[src/rtl/pwr_dom_seq_ctrl.sv]
// Multi-domain power-gating sequencer: one Moore FSM per domain orders switch, isolation and retention.
// Optional retention shadow registers are enabled by defining PWR_RETENTION_EN.
module pwr_dom_seq_ctrl #(
  parameter int               NUM_DOM    = 2,
  parameter int               WIDTH      = 8,
  parameter int               SETTLE_CYC = 4,
  parameter logic [WIDTH-1:0] ISO_VAL    = '0
) (
  input  logic                       clk,
  input  logic                       rst,
  input  logic [NUM_DOM-1:0]         pwr_req,
  input  logic [NUM_DOM-1:0]         cnt_en,
  output logic [NUM_DOM*WIDTH-1:0]   dom_out,
  output logic [NUM_DOM-1:0]         pwr_sw_en,
  output logic [NUM_DOM-1:0]         iso_en,
  output logic [NUM_DOM-1:0]         ret_save,
  output logic [NUM_DOM-1:0]         ret_restore,
  output logic [NUM_DOM-1:0]         dom_ack,
  output logic                       busy
);

  localparam int SET_W = (SETTLE_CYC > 1) ? $clog2(SETTLE_CYC) : 1;
  localparam logic [SET_W-1:0] SETTLE_LOAD = SET_W'(SETTLE_CYC - 1);

  typedef enum logic [2:0] {
    ST_OFF, ST_PWRUP, ST_RESTORE, ST_ON, ST_ISO, ST_SAVE
  } state_t;

  logic [NUM_DOM-1:0] dom_busy;

  assign busy = |dom_busy;

  for (genvar i = 0; i < NUM_DOM; i++) begin : g_dom
    state_t           state, state_nxt;
    logic [SET_W-1:0] settle, settle_nxt;
    logic [WIDTH-1:0] live, live_nxt;
    logic [WIDTH-1:0] restore_val;

    always_ff @(posedge clk or posedge rst) begin
      if (rst) begin
        state  <= ST_OFF;
        settle <= '0;
        live   <= '0;
      end else begin
        state  <= state_nxt;
        settle <= settle_nxt;
        live   <= live_nxt;
      end
    end

    // pwr_req is only looked at in OFF and ON; every other state runs to completion.
    always_comb begin
      state_nxt  = state;
      settle_nxt = settle;
      live_nxt   = live;
      case (state)
        ST_OFF: begin
          if (pwr_req[i]) begin
            state_nxt  = ST_PWRUP;
            settle_nxt = SETTLE_LOAD;
          end
        end
        ST_PWRUP: begin
          if (settle == '0) state_nxt = ST_RESTORE;
          else              settle_nxt = settle - SET_W'(1);
        end
        ST_RESTORE: begin
          state_nxt = ST_ON;
          live_nxt  = restore_val;
        end
        ST_ON: begin
          if (cnt_en[i])   live_nxt  = live + WIDTH'(1);
          if (!pwr_req[i]) state_nxt = ST_ISO;
        end
        ST_ISO:  state_nxt = ST_SAVE;
        ST_SAVE: begin
          state_nxt = ST_OFF;
          live_nxt  = '0;
        end
        default: begin
          state_nxt = ST_OFF;
          live_nxt  = '0;
        end
      endcase
    end

`ifdef PWR_RETENTION_EN
    logic [WIDTH-1:0] shadow;

    always_ff @(posedge clk or posedge rst) begin
      if (rst)                   shadow <= '0;
      else if (state == ST_SAVE) shadow <= live;
    end

    assign restore_val    = shadow;
    assign ret_save[i]    = (state == ST_SAVE);
    assign ret_restore[i] = (state == ST_RESTORE);
`else
    assign restore_val    = '0;
    assign ret_save[i]    = 1'b0;
    assign ret_restore[i] = 1'b0;
`endif

    // Output clamped whenever isolation is active, i.e. every state except ON.
    assign pwr_sw_en[i] = (state != ST_OFF);
    assign iso_en[i]    = (state != ST_ON);
    assign dom_ack[i]   = (state == ST_ON);
    assign dom_busy[i]  = (state != ST_OFF) && (state != ST_ON);
    assign dom_out[i*WIDTH +: WIDTH] = (state == ST_ON) ? live : ISO_VAL;
  end

endmodule

[config.mk]
export PLATFORM = sky130hd
export DESIGN_NAME = pwr_dom_seq_ctrl
export DESIGN_NICKNAME = d
export VERILOG_FILES = /design/src/rtl/pwr_dom_seq_ctrl.sv
export SDC_FILE = /design/constraint.sdc
export NUM_CORES = 1
export LEC_CHECK = 0
export CAP_MARGIN = 20
export CORE_MARGIN = 4
export CORE_UTILIZATION = 55
export CTS_BUF_LIST = sky130_fd_sc_hd__clkbuf_16
export DETAILED_ROUTE_END_ITERATION = 12
export PLACE_DENSITY = 0.82
export SYNTH_ARGS = -nofsm -noshare
export SYNTH_HDL_FRONTEND = slang
export SYNTH_SLANG_ARGS = --single-unit
[constraint.sdc]
create_clock -name clk -period 3.6 [get_ports clk]
set_input_delay 0.36 -clock clk [delete_from_list [all_inputs] [get_ports clk]]
set_output_delay 0.36 -clock clk [all_outputs]
set_load 0.01 [all_outputs]
==> results of run 1 <==
## state kept, by name, indices dropped and copies added, names as in the netlist
register	count
g_dom.live	16
g_dom.settle	4
g_dom.state	6
## per-stage QoR
stage / total power (uW) / setup WS, ns / instances
floorplan: 842 / 1.88 / 191
global placement: 947 / 1.49 / 233
detailed placement: 984 / 1.41 / 233
CTS: 1310 / 1.11 / 237
global route: 1420 / 0.936 / 237
finish: 1300 / 1.10 / 237
## synth_stat cells (4+ instances only)
cell | count | area [um2]
ha_1 | 4 | 50.1
and3_1 | 16 | 100
nand3_1 | 5 | 25.0
or3_1 | 8 | 50.1
nor2_1 | 7 | 26.3
nor3_1 | 5 | 25.0
o21ai_0 | 18 | 90.1
nand2_1 | 13 | 48.8
dfrtp_1 | 26 | 651
inv_1 | 12 | 45.0
a21oi_1 | 15 | 75.1
clkbuf_1 | 9 | 33.8
buf_4 | 4 | 30.0
## cell families after synthesis
logic type                 after synthesis  synth area share
AOI/OAI and AO/OA                       44             0.159
other                                    1           0.00235
and+or+nand+nor                         79             0.281
xor gates and xnor gates                 2            0.0110
muxes                                    3            0.0203
adders and majority gates                4            0.0313
buffers and inverters                   29            0.0884
DFF                                     26             0.407
## area by class of cell
class	count	area [um2]	area share
inverter	12	45.0	0.0232
sequential	26	651	0.336
clock buffer	3	75.1	0.0387
timing repair buffer	28	280	0.145
tap	31	38.8	0.0200
multi-input combinational	136	818	0.422
clock inverter	1	30.0	0.0155
## path summary, 6_finish.rpt
path                                                 from                             end  slack, ns  depth (start not counted)
max                         g_dom[0].state[0]$_DFFE_PP0P_                            busy       1.10                          4
min                        g_dom[1].settle[0]$_DFFE_PP0P_  g_dom[1].settle[0]$_DFFE_PP0P_       0.52                          1
max reg2reg                 g_dom[1].state[1]$_DFFE_PP0P_    g_dom[1].live[5]$_DFFE_PP0P_       1.57                          4
min reg2reg                g_dom[1].settle[0]$_DFFE_PP0P_  g_dom[1].settle[0]$_DFFE_PP0P_       0.52                          1
max in group asynchronous                             rst  g_dom[0].settle[0]$_DFFE_PP0P_       2.40                          2
min in group asynchronous                             rst  g_dom[1].settle[1]$_DFFE_PP0P_       0.61                          2
## worst max-delay path: cells and delay by family (launching register included)
family	cells	cell delay (ns)
AO/OA/AOI/OAI	1	0.11
AND/OR/NAND/NOR	2	0.77
buffers and inverters	1	0.50
flip-flops	1	0.50
## power groups by stage
stage	Sequential (uW)	Combinational, uW	Clock (uW)
2_1_floorplan	408	433	0
3_3_place_gp	479	468	0
3_5_place_dp	491	493	0
4_1_cts	485	500	323
5_1_grt	505	572	345
6_report	488	494	321
## layer usage
layer	global-route usage	vias up
met5	0	-
met4	0.0667	0
met3	0.0537	10
met2	0.354	41
met1	0.277	697
li1	-	694
==> run_results.csv, run 1 <==
group,metric,value,unit
run_status,outcome,"finished, final reports clean",
cts,cts_tree,"done",
yosys,syn_inst,188,
timing,layout_min_cycle_time,2.50,ns
floorplanning,num_rows,19,
timing,max_freq,400,MHz
floorplanning,core,2760,um2
cts,root_buffer,"clkbuf_16",
route,wl_met1,1510,um
timing,rsz0062_at_grt,"false",
cells_and_area,fin_util,0.703,
cells_and_area,area_growth,21.2,%
timing,finalSetupTns,0,ns
cts,max-clock-path-buffers,2,
grt,grt_pass1_wl,6150,um
yosys,ys.flop_type,"dfrtp_1",
cells_and_area,antenna_cells,0,
route,top_layer,"met4",
cts,cts.sinks,26,
power_and_ir_drop,clkPwrFrac,0.246,
power_and_ir_drop,peakVddDrop,495,uV
place,place_congestion,0.833,
yosys,synthArstFlopShare,1.00,
route,routed_via_density,6.08,
route,wl_met2,1810,um
yosys,ys_seq_elements,26,
critical_path,cp.required,3.24,ns
critical_path,cp-end-kind,"output pin",
cells_and_area,final_area,1940,um2
yosys,syn_area_per_cell,8.51,um2
critical_path,crit_path_start_kind,"register",
grt,grt_max_degree,27,
cells_and_area,filler_cell_count,223,
timing,finalSetupViolCount,0,
timing,slew_headroom,0.364,
yosys,synth_edf_count,0,
critical_path,critical_path_class,"reg2out",
timing,finalHoldViolCount,0,
timing,fin_worst_skew,0.00222,ns
yosys,yosysWarnings,0,
floorplanning,die-area,3830,um2
cts,cts-htree-levels,1,
floorplanning,io_pins,33,
cts,insertion_delay,0.26,ns
floorplanning,start_util,0.580,
cts,hold_buffers,0,
yosys,ys_types,41,
grt,grt_remaining_overflow,0,
route,vias,1442,
cts,numCtsBuffers,3,
power_and_ir_drop,power_frac_seq,0.374,
route,first_pass_iters,4,
cts,cts_setup_buffers,0,
worst_hold_path,hold_path_class,"reg2reg",
power_and_ir_drop,p_int,807,uW
critical_path,worst_path_max_delay_cell,"dfrtp_1",
route,drt-initial-drc-count,134,
power_and_ir_drop,netSwitchingFraction,0.381,
grt,first_global_vias,1351,
cts,clkSlewWorstSetupHoldPaths,0.06,ns
cells_and_area,final_cell_mix,"clkdlybuf4s50_1, dfrtp_1, o21ai_0",
timing,slew_viol_final,0,
critical_path,cp_cell_sequence,"nor2b_1 -> and2_1 -> o22ai_1 -> clkdlybuf4s50_1",
cts,cts_resized,0,
floorplanning,die_x,61.9,um
route,met3_length,155,um
critical_path,path_max_fanout,11,
cells_and_area,layout_commonest_cell,"clkdlybuf4s50_1",
place,dpl-instance-area,1830,um2
route,antenna_left,0,
power_and_ir_drop,p_comb_frac,0.379,
cells_and_area,drive_gt1_frac,0.0388,
grt,track_usage,0.215,
place,port_buffers,28,
yosys,ys_seq_area_frac,0.407,
grt,antenna_found_initial,0,
power_and_ir_drop,power_density,673,nW/um2
timing,max_slew.worst_pin.slew,0.953,ns
floorplanning,chipHeight,61.9,um
critical_path,slowest_delay,0.50,ns
place,hpwl,2540,um
route,wirelength,3510,um
yosys,netlist_area,1600,um2
critical_path,arrival,2.14,ns
timing,holdWs,0.522,ns
route,drc_errors,0,
route,wl_per_cell,14.8,um
cells_and_area,finalNetCount,217,
power_and_ir_drop,p_sw,497,uW
job,cap_violations,0,
timing,finalCritPeriodShare,0.694,
power_and_ir_drop,p_leak,0.000877,uW
No activity file was read; power rests on OpenSTA's default activity.
==> run 2, diff against run 1 <==
- CORE_UTILIZATION: 55 -> 46
- PLACE_DENSITY: 0.82 -> 0.73
- clock period: 3.6 -> 2.25 ns (I/O delays scaled with it)
==> run_results.csv, run 2 (synthesis results as in run 1) <==
group,metric,value,unit
run_status,outcome,"finished, final reports clean",
timing,fin_worst_skew,0.00450,ns
power_and_ir_drop,peakVddDrop,492,uV
grt,grt_max_degree,27,
cells_and_area,filler_cell_count,322,
job,cap_violations,0,
worst_hold_path,hold_path_class,"in2async",
timing,finalSetupViolCount,0,
route,first_pass_iters,5,
cells_and_area,largest-register,"g_dom.live",
cells_and_area,drive_gt1_frac,0.0714,
cts,numCtsBuffers,3,
route,drc_errors,0,
critical_path,critical_path_class,"reg2out",
route,wl_per_cell,13.3,um
cts,hold_buffers,0,
timing,max_freq,463,MHz
timing,rsz0062_at_grt,"false",
route,routed_via_density,5.32,
timing,finalSetupTns,0,ns
grt,antenna_found_initial,0,
place,place_congestion,0.826,
grt,grt_pass1_wl,6070,um
route,antenna_left,0,
critical_path,cp.required,2.03,ns
cts,cts-htree-levels,1,
floorplanning,io_pins,33,
floorplanning,chipHeight,67.0,um
cts,max-clock-path-buffers,2,
grt,first_global_vias,1326,
place,hpwl,2480,um
cts,root_buffer,"clkbuf_16",
cells_and_area,largest_reg_flops,16,
critical_path,path_max_fanout,11,
critical_path,slowest_delay,0.57,ns
cells_and_area,finalNetCount,221,
place,dpl-instance-area,1880,um2
cts,insertion_delay,0.26,ns
critical_path,cp_cell_sequence,"and2b_2 -> and2_1 -> o22ai_1 -> clkdlybuf4s50_1",
cts,cts.sinks,26,
floorplanning,die-area,4480,um2
cells_and_area,regArea,653,um2
timing,finalHoldViolCount,0,
cells_and_area,layout_commonest_cell,"clkdlybuf4s50_1",
cts,clkSlewWorstSetupHoldPaths,0.07,ns
timing,layout_setup_ws,0.0879,ns
route,drt-initial-drc-count,75,
place,port_buffers,28,
floorplanning,die_x,67.0,um
cells_and_area,area_growth,24.5,%
route,wirelength,3400,um
place,place_ws,0.204,ns
floorplanning,core,3340,um2
timing,slew_viol_final,0,
floorplanning,start_util,0.479,
route,vias,1362,
timing,finalCritPeriodShare,0.961,
power_and_ir_drop,power_density,1060,nW/um2
critical_path,crit_path_start_kind,"register",
cells_and_area,final_area,1990,um2
timing,layout_min_cycle_time,2.16,ns
cts,cts_tree,"done",
grt,grt_remaining_overflow,0,
cells_and_area,fin_util,0.597,
floorplanning,num_rows,21,
critical_path,cp-end-kind,"output pin",
grt,track_usage,0.172,
power_and_ir_drop,fin_total_pwr,2110,uW
cells_and_area,reg_top3,"g_dom.live (16), g_dom.state (6), g_dom.settle (4)",
critical_path,worst_path_max_delay_cell,"clkdlybuf4s50_1",
cells_and_area,antenna_cells,0,
cells_and_area,multi_input_area,820,um2
power_and_ir_drop,p_leak,0.000894,uW
cells_and_area,final_cell_mix,"clkdlybuf4s50_1, dfrtp_1, o21ai_0",
critical_path,arrival,1.94,ns
## run 2: changes by cell type in the layout (fill, tap and decap cells not counted), sizes merged
cell  previous run  this run
buf              0         4
## run 2: final timing paths
path,from,end,slack [ns],cells after the start
setup / recovery,g_dom[1].state[2]$_DFFE_PP0P_,busy,0.09,4
hold / removal,rst,g_dom[0].settle[1]$_DFFE_PP0P_,0.33,3
setup reg to reg,g_dom[1].state[0]$_DFFE_PP0P_,g_dom[1].live[5]$_DFFE_PP0P_,0.34,4
hold reg to reg,g_dom[1].settle[0]$_DFFE_PP0P_,g_dom[1].settle[0]$_DFFE_PP0P_,0.47,1
max in group asynchronous,rst,g_dom[1].state[2]$_DFFE_PP0P_,1.65,3
min in group clk,g_dom[1].settle[0]$_DFFE_PP0P_,g_dom[1].settle[0]$_DFFE_PP0P_,0.47,1
## run 2: cell type report
type,instances,share of cell area
clock buffers,3,0.0377
clock inverters,1,0.0151
inverters,12,0.0226
multi-input cells,136,0.412
flip-flops and latches,26,0.328
well taps,46,0.0289
repair buffers,32,0.156
## run 2: report_power, final
part / internal (uW) / switching, uW
combinational: 390 / 434
sequential: 584 / 188
clock: 354 / 159
## run 2: metrics by stage
step / hold slack [ns] / instances
floorplan: 0.265 / 191
global placement: 0.458 / 252
detailed placement: 0.474 / 252
CTS: 0.342 / 256
global route: 0.370 / 256
finish: 0.328 / 256
## run 2: repair_timing
action,CTS,global route
endpoints found under the setup margin,1,1
endpoints found under the hold margin,0,0
buffers inserted,0,0
resized for setup,2,1
## run 2: worst max-delay path, delay by kind of cell (launching register included)
family          cells  cell delay, ns
compound gates      1            0.12
buf+inv             1            0.57
flops               1            0.47
simple gates        2            0.51
## run 2: layer usage
layer  track usage  part of all wire  vias to the layer above
li1              -                 -                      703
met1         0.210              0.46                      631
met2         0.308              0.50                       26
met3        0.0304             0.036                        2
met4        0.0456            0.0056                        0
met5             0                 0                        -
